### src/rtl/avr_mem_pkg.sv
// avr_mem_pkg: shared definitions for the AVR data-bus memory router.
//   - channel index constants for the board's memory set
//   - read-source select type carried down the read pipeline
//   - default bank port and window base addresses
package avr_mem_pkg;

  localparam int unsigned CH_SRAM = 0;
  localparam int unsigned CH_TEXT = 1;
  localparam int unsigned CH_FONT = 2;
  localparam int unsigned CH_GFX  = 3;

  localparam logic [15:0] DEF_BANK_PORT   = 16'h0058;
  localparam logic [15:0] DEF_WINDOW_BASE = 16'hE000;

  // Wide enough for the largest supported channel count (16).
  localparam int unsigned SEL_CH_W = 4;

  typedef enum logic [1:0] {
    SRC_CH,
    SRC_BANK,
    SRC_UNMAPPED
  } src_kind_t;

  typedef struct packed {
    src_kind_t             kind;
    logic [SEL_CH_W-1:0]   ch;
  } src_sel_t;

endpackage

### src/rtl/avr_rdsel_pipe.sv
// avr_rdsel_pipe: delay line carrying {read source, sampled bank} so the
// read-data mux lines up with the synchronous memory read latency.
// Ports:
//   clock, reset  system clock, synchronous active-high reset
//   src_in        source decoded in the address cycle
//   bank_in       bank register value in the address cycle
//   src_out       source after RD_LAT cycles
//   bank_out      bank value after RD_LAT cycles
module avr_rdsel_pipe
  import avr_mem_pkg::*;
#(
  parameter int unsigned BANK_W = 6,
  parameter int unsigned RD_LAT = 1
) (
  input  logic              clock,
  input  logic              reset,
  input  src_sel_t          src_in,
  input  logic [BANK_W-1:0] bank_in,
  output src_sel_t          src_out,
  output logic [BANK_W-1:0] bank_out
);

  typedef struct packed {
    src_sel_t          src;
    logic [BANK_W-1:0] bank;
  } stage_t;

  localparam stage_t RST_STAGE = '{
    src:  '{kind: SRC_CH, ch: SEL_CH_W'(CH_SRAM)},
    bank: '0
  };

  stage_t stg [RD_LAT];

  always_ff @(posedge clock) begin
    if (reset) begin
      for (int unsigned i = 0; i < RD_LAT; i++) stg[i] <= RST_STAGE;
    end else begin
      stg[0] <= '{src: src_in, bank: bank_in};
      for (int unsigned i = 1; i < RD_LAT; i++) stg[i] <= stg[i-1];
    end
  end

  assign src_out  = stg[RD_LAT-1].src;
  assign bank_out = stg[RD_LAT-1].bank;

endmodule

### src/rtl/avr_memrouter.sv
// avr_memrouter: routes the AVR core data port onto a set of memory channels.
// Ports:
//   clock, reset  system clock, synchronous active-high reset
//   address       CPU data address
//   data_o        CPU write data
//   wren          CPU write enable
//   data_i        read data back to the CPU (RD_LAT cycles after address)
//   ch_address    address shared by all channels (window-remapped)
//   ch_data       write data shared by all channels
//   ch_wren       one-hot channel write strobes
//   ch_q          packed channel read data, channel i at [i*DATA_W +: DATA_W]
//   bank          bank register {page, channel}
//   wp_fault      sticky: a write to a protected channel was dropped
module avr_memrouter
  import avr_mem_pkg::*;
#(
  parameter int unsigned            ADDR_W      = 16,
  parameter int unsigned            DATA_W      = 8,
  parameter int unsigned            CHANNELS    = 4,
  parameter int unsigned            BANK_W      = 6,
  parameter logic [ADDR_W-1:0]      WINDOW_BASE = DEF_WINDOW_BASE,
  parameter int unsigned            WINDOW_W    = 12,
  parameter logic [ADDR_W-1:0]      BANK_PORT   = DEF_BANK_PORT,
  parameter int unsigned            RD_LAT      = 1,
  parameter logic [CHANNELS-1:0]    WP_MASK     = '0
) (
  input  logic                         clock,
  input  logic                         reset,
  input  logic [ADDR_W-1:0]            address,
  input  logic [DATA_W-1:0]            data_o,
  input  logic                         wren,
  output logic [DATA_W-1:0]            data_i,
  output logic [ADDR_W-1:0]            ch_address,
  output logic [DATA_W-1:0]            ch_data,
  output logic [CHANNELS-1:0]          ch_wren,
  input  logic [CHANNELS*DATA_W-1:0]   ch_q,
  output logic [BANK_W-1:0]            bank,
  output logic                         wp_fault
);

  localparam int unsigned CH_W   = $clog2(CHANNELS);
  localparam int unsigned PAGE_W = BANK_W - CH_W;
  localparam int unsigned MAP_W  = PAGE_W + WINDOW_W;
  localparam int unsigned WIDE_W = (MAP_W > ADDR_W) ? MAP_W : ADDR_W;

  logic [CH_W-1:0]   win_ch;
  logic [PAGE_W-1:0] page;
  logic [WIDE_W-1:0] win_addr;
  logic              in_window;
  logic              wp_hit;
  src_sel_t          src;
  src_sel_t          rd_src;
  logic [BANK_W-1:0] rd_bank;

  assign win_ch  = bank[CH_W-1:0];
  assign page    = bank[BANK_W-1:CH_W];
  assign ch_data = data_o;

  // Address decode; bank port has priority over the window.
  always_comb begin
    win_addr   = WIDE_W'({page, address[WINDOW_W-1:0]});
    in_window  = (address[ADDR_W-1:WINDOW_W] == WINDOW_BASE[ADDR_W-1:WINDOW_W]);
    src        = '{kind: SRC_CH, ch: SEL_CH_W'(CH_SRAM)};
    ch_address = address;
    if (address == BANK_PORT) begin
      src.kind = SRC_BANK;
    end else if (in_window) begin
      ch_address = win_addr[ADDR_W-1:0];
      if (32'(win_ch) < CHANNELS) src.ch = SEL_CH_W'(win_ch);
      else                        src.kind = SRC_UNMAPPED;
    end
  end

  always_comb begin
    ch_wren = '0;
    wp_hit  = 1'b0;
    for (int unsigned i = 0; i < CHANNELS; i++) begin
      if (wren && src.kind == SRC_CH && src.ch == SEL_CH_W'(i)) begin
        if (WP_MASK[i]) wp_hit     = 1'b1;
        else            ch_wren[i] = 1'b1;
      end
    end
  end

  always_ff @(posedge clock) begin
    if (reset) begin
      bank     <= '0;
      wp_fault <= 1'b0;
    end else begin
      if (wren && address == BANK_PORT) bank <= data_o[BANK_W-1:0];
      if (wp_hit) wp_fault <= 1'b1;
    end
  end

  // The bank value enters the pipe alongside the source so a bank-port read
  // returns the value from its own address cycle, not a later update.
  avr_rdsel_pipe #(
    .BANK_W (BANK_W),
    .RD_LAT (RD_LAT)
  ) u_rdsel (
    .clock    (clock),
    .reset    (reset),
    .src_in   (src),
    .bank_in  (bank),
    .src_out  (rd_src),
    .bank_out (rd_bank)
  );

  always_comb begin
    data_i = '0;
    case (rd_src.kind)
      SRC_BANK: data_i = DATA_W'(rd_bank);
      SRC_CH: begin
        for (int unsigned i = 0; i < CHANNELS; i++) begin
          if (rd_src.ch == SEL_CH_W'(i)) data_i = ch_q[i*DATA_W +: DATA_W];
        end
      end
      default: data_i = '0;
    endcase
  end

endmodule

### config.mk
export PLATFORM = sky130hd
export DESIGN_NAME = avr_memrouter
export DESIGN_NICKNAME = d
export VERILOG_FILES = /design/src/rtl/avr_mem_pkg.sv /design/src/rtl/avr_rdsel_pipe.sv /design/src/rtl/avr_memrouter.sv
export SDC_FILE = /design/constraint.sdc
export NUM_CORES = 1
export LEC_CHECK = 0
export BUFFER_PORTS_ARGS = -buffer_cell sky130_fd_sc_hd__buf_2
export CAP_MARGIN = 20
export CORE_MARGIN = 2
export CORE_UTILIZATION = 33
export DETAILED_ROUTE_END_ITERATION = 10
export PLACE_DENSITY = 0.75
export SYNTH_ARGS = -nofsm -noshare
export SYNTH_HDL_FRONTEND = slang
export SYNTH_SLANG_ARGS = --single-unit
### constraint.sdc
create_clock -name clock -period 1.29 [get_ports clock]
set_input_delay 0.0645 -clock clock [delete_from_list [all_inputs] [get_ports clock]]
set_output_delay 0.0645 -clock clock [all_outputs]
set_load 0.05 [all_outputs]
==> results of run 1 <==
## worst min-delay path by stage
stage	start	end	slack, ps	depth (start not counted)
2_1_floorplan	reset	u_rdsel.stg[0][2]$_SDFF_PP0_	140	1
3_3_place_gp	data_o[6]	ch_data[6]	130	0
3_5_place_dp	data_o[6]	ch_data[6]	130	0
4_1_cts	data_o[1]	bank[1]$_SDFFE_PP0P_	30	3
5_1_grt	data_o[1]	bank[1]$_SDFFE_PP0P_	30	3
6_report	data_o[0]	bank[0]$_SDFFE_PP0P_	30	3
## metrics by stage
stage               cells  setup slack (ps)  hold slack [ps]  power, mW
floorplan             107              -103              145      0.805
finish                234              -435             34.0       1.17
global route          234              -496             33.3       1.22
detailed placement    226              -269              130      0.895
CTS                   230              -457             30.2       1.17
global placement      226              -231              130      0.892
## state kept, by name, summed over array words and instances (netlist names)
signal,flops
u_rdsel.stg,9
bank,6
## worst max-delay path, stage by stage (launching register included)
cell	delay, ps
dfxtp_4	430
mux4_2	510
mux2_4	290
buf_6	150
## power by group through the flow
| stage | registers (mW) | logic [mW] | clock network [mW] |
|---|---|---|---|
| finish | 0.458 | 0.451 | 0.260 |
| global route | 0.458 | 0.476 | 0.290 |
| floorplan | 0.473 | 0.331 | 0 |
| global placement | 0.473 | 0.418 | 0 |
| detailed placement | 0.473 | 0.422 | 0 |
| CTS | 0.460 | 0.442 | 0.268 |
## layout make-up
| cell class | count | area (sq um) | share of cell area (%) |
|---|---|---|---|
| inverter | 2 | 7.51 | 0.444 |
| timing repair buffer | 104 | 604 | 35.8 |
| sequential | 15 | 310 | 18.4 |
| clock buffer | 4 | 26.3 | 1.55 |
| tap | 44 | 55.1 | 3.26 |
| multi-input combinational | 65 | 687 | 40.6 |
## layer usage
metal / up-vias / track usage [%] / part of all wire, %
li1: 531 / - / -
met3: 2 / 4.48 / 12
met1: 480 / 15.0 / 37
met5: - / 0 / 0
met4: 0 / 3.42 / 0.48
met2: 57 / 29.5 / 50
## layout by cell type, fill, tap and decap left out, types with 6 or more instances in the layout
master    Yosys  routed
buf_2         1      84
nand2b_1      6       6
dfxtp_1      15      11
o21ai_1       6       6
buf_6         0       9
buf_4        21      10
o21ai_0       7       7
nor2b_1       8       6
mux2_4        0       6
mux4_2        8       8
## what timing repair did
action	CTS	global route
resized for setup	22	8
buffers inserted	0	4
hold buffers	0	0
pin swaps	0	1
cloned	0	0
endpoints found under the setup margin	10	12
## cells by family after synthesis
logic type	synth area share, %
AND/OR/NAND/NOR	22.9
multiplexers	23.2
AO/OA/AOI/OAI	8.54
other	0.351
flip-flops	28.1
buffers and inverters	17.0
==> results_dict.tcl, run 1 <==
set metrics [dict create \
    status "complete, but fails checks" \
    violations "negative setup slack" \
    grt_usage_pct 14.9 \
    async_reset_ff_share_pct 0 \
    num-fill-cells 282 \
    grt_max_degree 15 \
    wl_um 2890 \
    fin_worst_skew_ps 1.24 \
    post-route-util_pct 54.9 \
    dr_total_vias 1070 \
    cts_tree "done" \
    synth_most_common_cell "buf_4" \
    die_width_um 60.9 \
    nets 250 \
    rr_worst_depth 3 \
    hold_viol 0 \
    boundaryPins 102 \
    io_buffers 96 \
    dieArea_sq_um 3710 \
    p_sw_mw 0.425 \
    wl_per_cell_um 12.3 \
    path_clk_slew_ps 80 \
    drv_slew 0 \
    fin_tns_setup_ps -3320 \
    cts_buffers 3 \
    htreeDepth 1 \
    cp.arrival_ps 1660 \
    seq_area_frac_synth_pct 28.1 \
    setup_viol 8 \
    cp-endpoint "data_i[0]" \
    p_clk_share_pct 22.2 \
    syn_area_sq_um 1070 \
    required_ps 1230 \
    vias_per_cell 4.57 \
    die_height_um 60.9 \
    cp-start-kind "flop" \
    fin_crit_sh_pct 134 \
    max_freq_mhz 580 \
    irDropWorstVdd_mv 0.253 \
    synth_warnings 0 \
    power_leakage_nw 0.808 \
    synth_fp_nets 166 \
    clock_path_buffers 2 \
    final_area_sq_um 1690 \
    synth.area.top_cells "dfxtp_1 28%, mux4_2 17%, buf_4 15%" \
    placed_area_sq_um 1530 \
    gp_congestion 0.687 \
    r2r-end "bank[1]$_SDFFE_PP0P_" \
    coreArea_sq_um 3080 \
    reg2reg_slack_ps 420 \
    critPathCaptureType "output port" \
    synth_cells 107 \
    worstSetupPathType "flop to output port" \
    start_util_pct 34.8 \
    grt_pass1_vias 1013 \
    rsz0062_at_grt "yes" \
    synth_common_cells "21 x buf_4, 15 x dfxtp_1, 8 x mux4_2, 8 x nor2b_1, 7 x o21ai_0" \
    setup_ws_ps -435 \
    antenna_found_initial 0 \
    grt_pass1_wl_um 4160 \
    drc 0 \
    comb_power_share_pct 38.6 \
    syn_to_final_growth_pct 58.0 \
    p_int_mw 0.745 \
    avgSynthCellArea_sq_um 10.0 \
    ys_types 29 \
    synth.largest_area_cell "dfxtp_1" \
    rows 20 \
    p_sw_share_pct 36.3 \
    yosys.area.top_type_share_pct 28.1 \
    p_per_area_nw_per_um2 692 \
    cp_max_fo 8 \
    n_antenna_cell 0 \
    synth_seq_cells 15 \
    drive_above_1_share_pct 74.2 \
    max_cap_violations 0 \
    seqPwrFrac_pct 39.2 \
    ant_nets 0 \
    cts_sinks 15 \
    dp_hpwl_um 2370 \
    clock_latency_ps 270 \
    hold_path.class "input port to flop" \
    dr.pass1.iters 3 \
    min_period_ps 1730 \
    reg2reg_from "bank[1]$_SDFFE_PP0P_" \
    synth-edff-count 0 \
    synth_flop_cell "dfxtp_1" \
    drtIter0Drc 8 \
    cts_root_buffer "clkbuf_4" \
    startpoint "u_rdsel.stg[0][6]$_SDFF_PP0_" \
    overflow 0 \
]
Power figures use the tool's default switching activity.
==> run 2: changes to the inputs <==
--- a/config.mk
+++ b/config.mk
@@ -10,5 +10,5 @@
 export CORE_MARGIN = 2
-export CORE_UTILIZATION = 33
+export CORE_UTILIZATION = 36
 export DETAILED_ROUTE_END_ITERATION = 10
-export PLACE_DENSITY = 0.75
+export PLACE_DENSITY = 0.77
 export SYNTH_ARGS = -nofsm -noshare
==> constraint.sdc (replaced) <==
create_clock -name clock -period 1.95 [get_ports clock]
set_input_delay 0.0975 -clock clock [delete_from_list [all_inputs] [get_ports clock]]
set_output_delay 0.0975 -clock clock [all_outputs]
set_load 0.01 [all_outputs]
==> run 2 against run 1 <==
  * The flow now finishes without violations
  * Via count rose by 0.19%
  * Sequential cell count unchanged
  * Utilization decreased by 3.1 points
  * Count of clock-buffer cells in the layout did not move
  * Die area fell by 7.8%
  * Cell count fell by 9.0%
  * Clock power is 33% lower
  * Register-to-register slack gained 630 ps
  * Final area decreased by 15%
  * Critical path depth unchanged
==> results_dict.tcl, run 2 (synthesis results as in run 1) <==
set metrics [dict create \
    status "completed" \
    required_ps 1850 \
    setup_viol 0 \
    r2r-end "bank[0]$_SDFFE_PP0P_" \
    reg2reg_from "bank[0]$_SDFFE_PP0P_" \
    hold_viol 0 \
    start_util_pct 38.5 \
    dr_total_vias 1072 \
    fin_worst_skew_ps 0.670 \
    dp_hpwl_um 2380 \
    cp.arrival_ps 1720 \
    met3_usage_pct 3.52 \
    gp_congestion 0.768 \
    rows 19 \
    path_clk_slew_ps 90 \
    worstPathCellList "mux4_2 > mux2_2 > buf_2" \
    p_clk_share_pct 27.1 \
    reg_top3 "u_rdsel.stg x9, bank x6" \
    grt_use_met2_pct 28.1 \
    placedCellCount 209 \
    post-route-util_pct 51.9 \
    min_delay_path_depth 3 \
    cts_tree "done" \
    p_sw_share_pct 25.8 \
    hold_path.class "input port to flop" \
    worstSetupPathType "flop to output port" \
    rsz0062_at_grt "no" \
    crit_family "multiplexers" \
    cts_buffers 3 \
    grt_usage_pct 15.8 \
    final_area_sq_um 1440 \
    largest_reg_flops 9 \
    drv_slew 0 \
    p_per_area_nw_per_um2 444 \
    crit_slowest_cell "mux4_2" \
    hold_start "data_o[5]" \
    grt_pass1_vias 981 \
    critPathCaptureType "output port" \
    slowest_delay_ps 550 \
    dr.pass1.iters 4 \
    largest_register "u_rdsel.stg" \
    die_height_um 58.5 \
    grt_pass1_wl_um 4200 \
    stdcell_count 213 \
    placed_area_sq_um 1420 \
    fin_crit_sh_pct 93.0 \
    syn_to_final_growth_pct 34.9 \
    drc 0 \
    n_antenna_cell 0 \
    nets 242 \
    overflow 0 \
    final_common_cell "buf_2" \
    boundaryPins 102 \
    drtIter0Drc 26 \
    die_width_um 58.5 \
    cts_hold_buf 0 \
    irDropWorstVdd_mv 0.328 \
    io_buffers 96 \
    grt_max_degree 15 \
    p_sw_mw 0.166 \
    seqPwrFrac_pct 47.7 \
    crit_buf_inv 1 \
    vias_per_cell 5.03 \
    clock_latency_ps 280 \
    wl_um 2800 \
    whs_ps 70.4 \
    top_usage_layer "met2" \
    cts_sinks 15 \
    coreArea_sq_um 2780 \
    power_leakage_nw 0.703 \
    cts_root_buffer "clkbuf_4" \
    dieArea_sq_um 3420 \
    final_cell_mix "96 x buf_2, 14 x dfxtp_1, 8 x mux4_2, 8 x nor2b_1, 7 x o21ai_0" \
    cp_max_fo 8 \
    cp-start-kind "flop" \
    max_freq_mhz 551 \
    comb_power_share_pct 25.2 \
    min_to "bank[5]$_SDFFE_PP0P_" \
    fin_tns_setup_ps 0 \
    ant_nets 0 \
    reg2reg_slack_ps 1050 \
    drive_above_1_share_pct 67.6 \
    clock_path_buffers 2 \
    max_cap_violations 0 \
    wl_per_cell_um 13.1 \
    antenna_found_initial 0 \
    htreeDepth 1 \
    p_int_mw 0.475 \
    min_period_ps 1810 \
    rr_worst_depth 4 \
    use_met1_pct 18.9 \
]
-- run 2: layer usage --
metal  part of all wire, %  vias up  wire (um)
li1                      -      513          -
met1                    39      475       1090
met2                    46       80       1290
met3                    14        4        390
met4                  0.75        0         21
met5                     0        -          0
-- run 2: how the worst max path moves through the flow --
| stage | from | end | slack (ps) | cells past startpoint |
|---|---|---|---|---|
| final | u_rdsel.stg[0][6]$_SDFF_PP0_ | data_i[4] | 140 | 3 |
| after global routing | u_rdsel.stg[0][6]$_SDFF_PP0_ | data_i[2] | 30 | 3 |
| after CTS | u_rdsel.stg[0][6]$_SDFF_PP0_ | data_i[4] | 100 | 3 |
| after detailed placement | u_rdsel.stg[0][6]$_SDFF_PP0_ | data_i[4] | 240 | 3 |
| after global placement | u_rdsel.stg[0][6]$_SDFF_PP0_ | data_i[3] | 300 | 3 |
| after floorplan | u_rdsel.stg[0][6]$_SDFF_PP0_ | data_i[0] | 530 | 3 |
-- run 2: timing repair --
| action | 4_1_cts | 5_1_grt |
|---|---|---|
| buffers inserted | 0 | 0 |
| setup endpoints to repair | 6 | 0 |
| gates resized for setup | 1 | 0 |
-- run 2: worst min-delay path: stages --
cell and delay, ps:
buf_2 100, nand2b_1 60, o21ai_1 50
-- run 2: per-stage QoR --
| step | total power [mW] | worst slack (ps) |
|---|---|---|
| global route | 0.674 | 33.4 |
| finish | 0.641 | 136 |
| floorplan | 0.407 | 530 |
| detailed placement | 0.476 | 241 |
| CTS | 0.647 | 105 |
| global placement | 0.472 | 296 |
-- run 2: final cells by class --
type / instances / area [sq um]
repair buffers: 96 / 480
multi-input cells: 65 / 588
flip-flops and latches: 15 / 302
inverters: 2 / 7.51
well taps: 31 / 38.8
fillers: 278 / 1340
clock buffers: 4 / 26.3
-- run 2: power by group through the flow --
stage | Combinational (mW) | Clock, mW | Sequential [mW]
after global placement | 0.159 | 0 | 0.313
after global routing | 0.177 | 0.191 | 0.306
after floorplan | 0.0938 | 0 | 0.313
after detailed placement | 0.162 | 0 | 0.313
final | 0.162 | 0.174 | 0.306
after CTS | 0.163 | 0.178 | 0.306
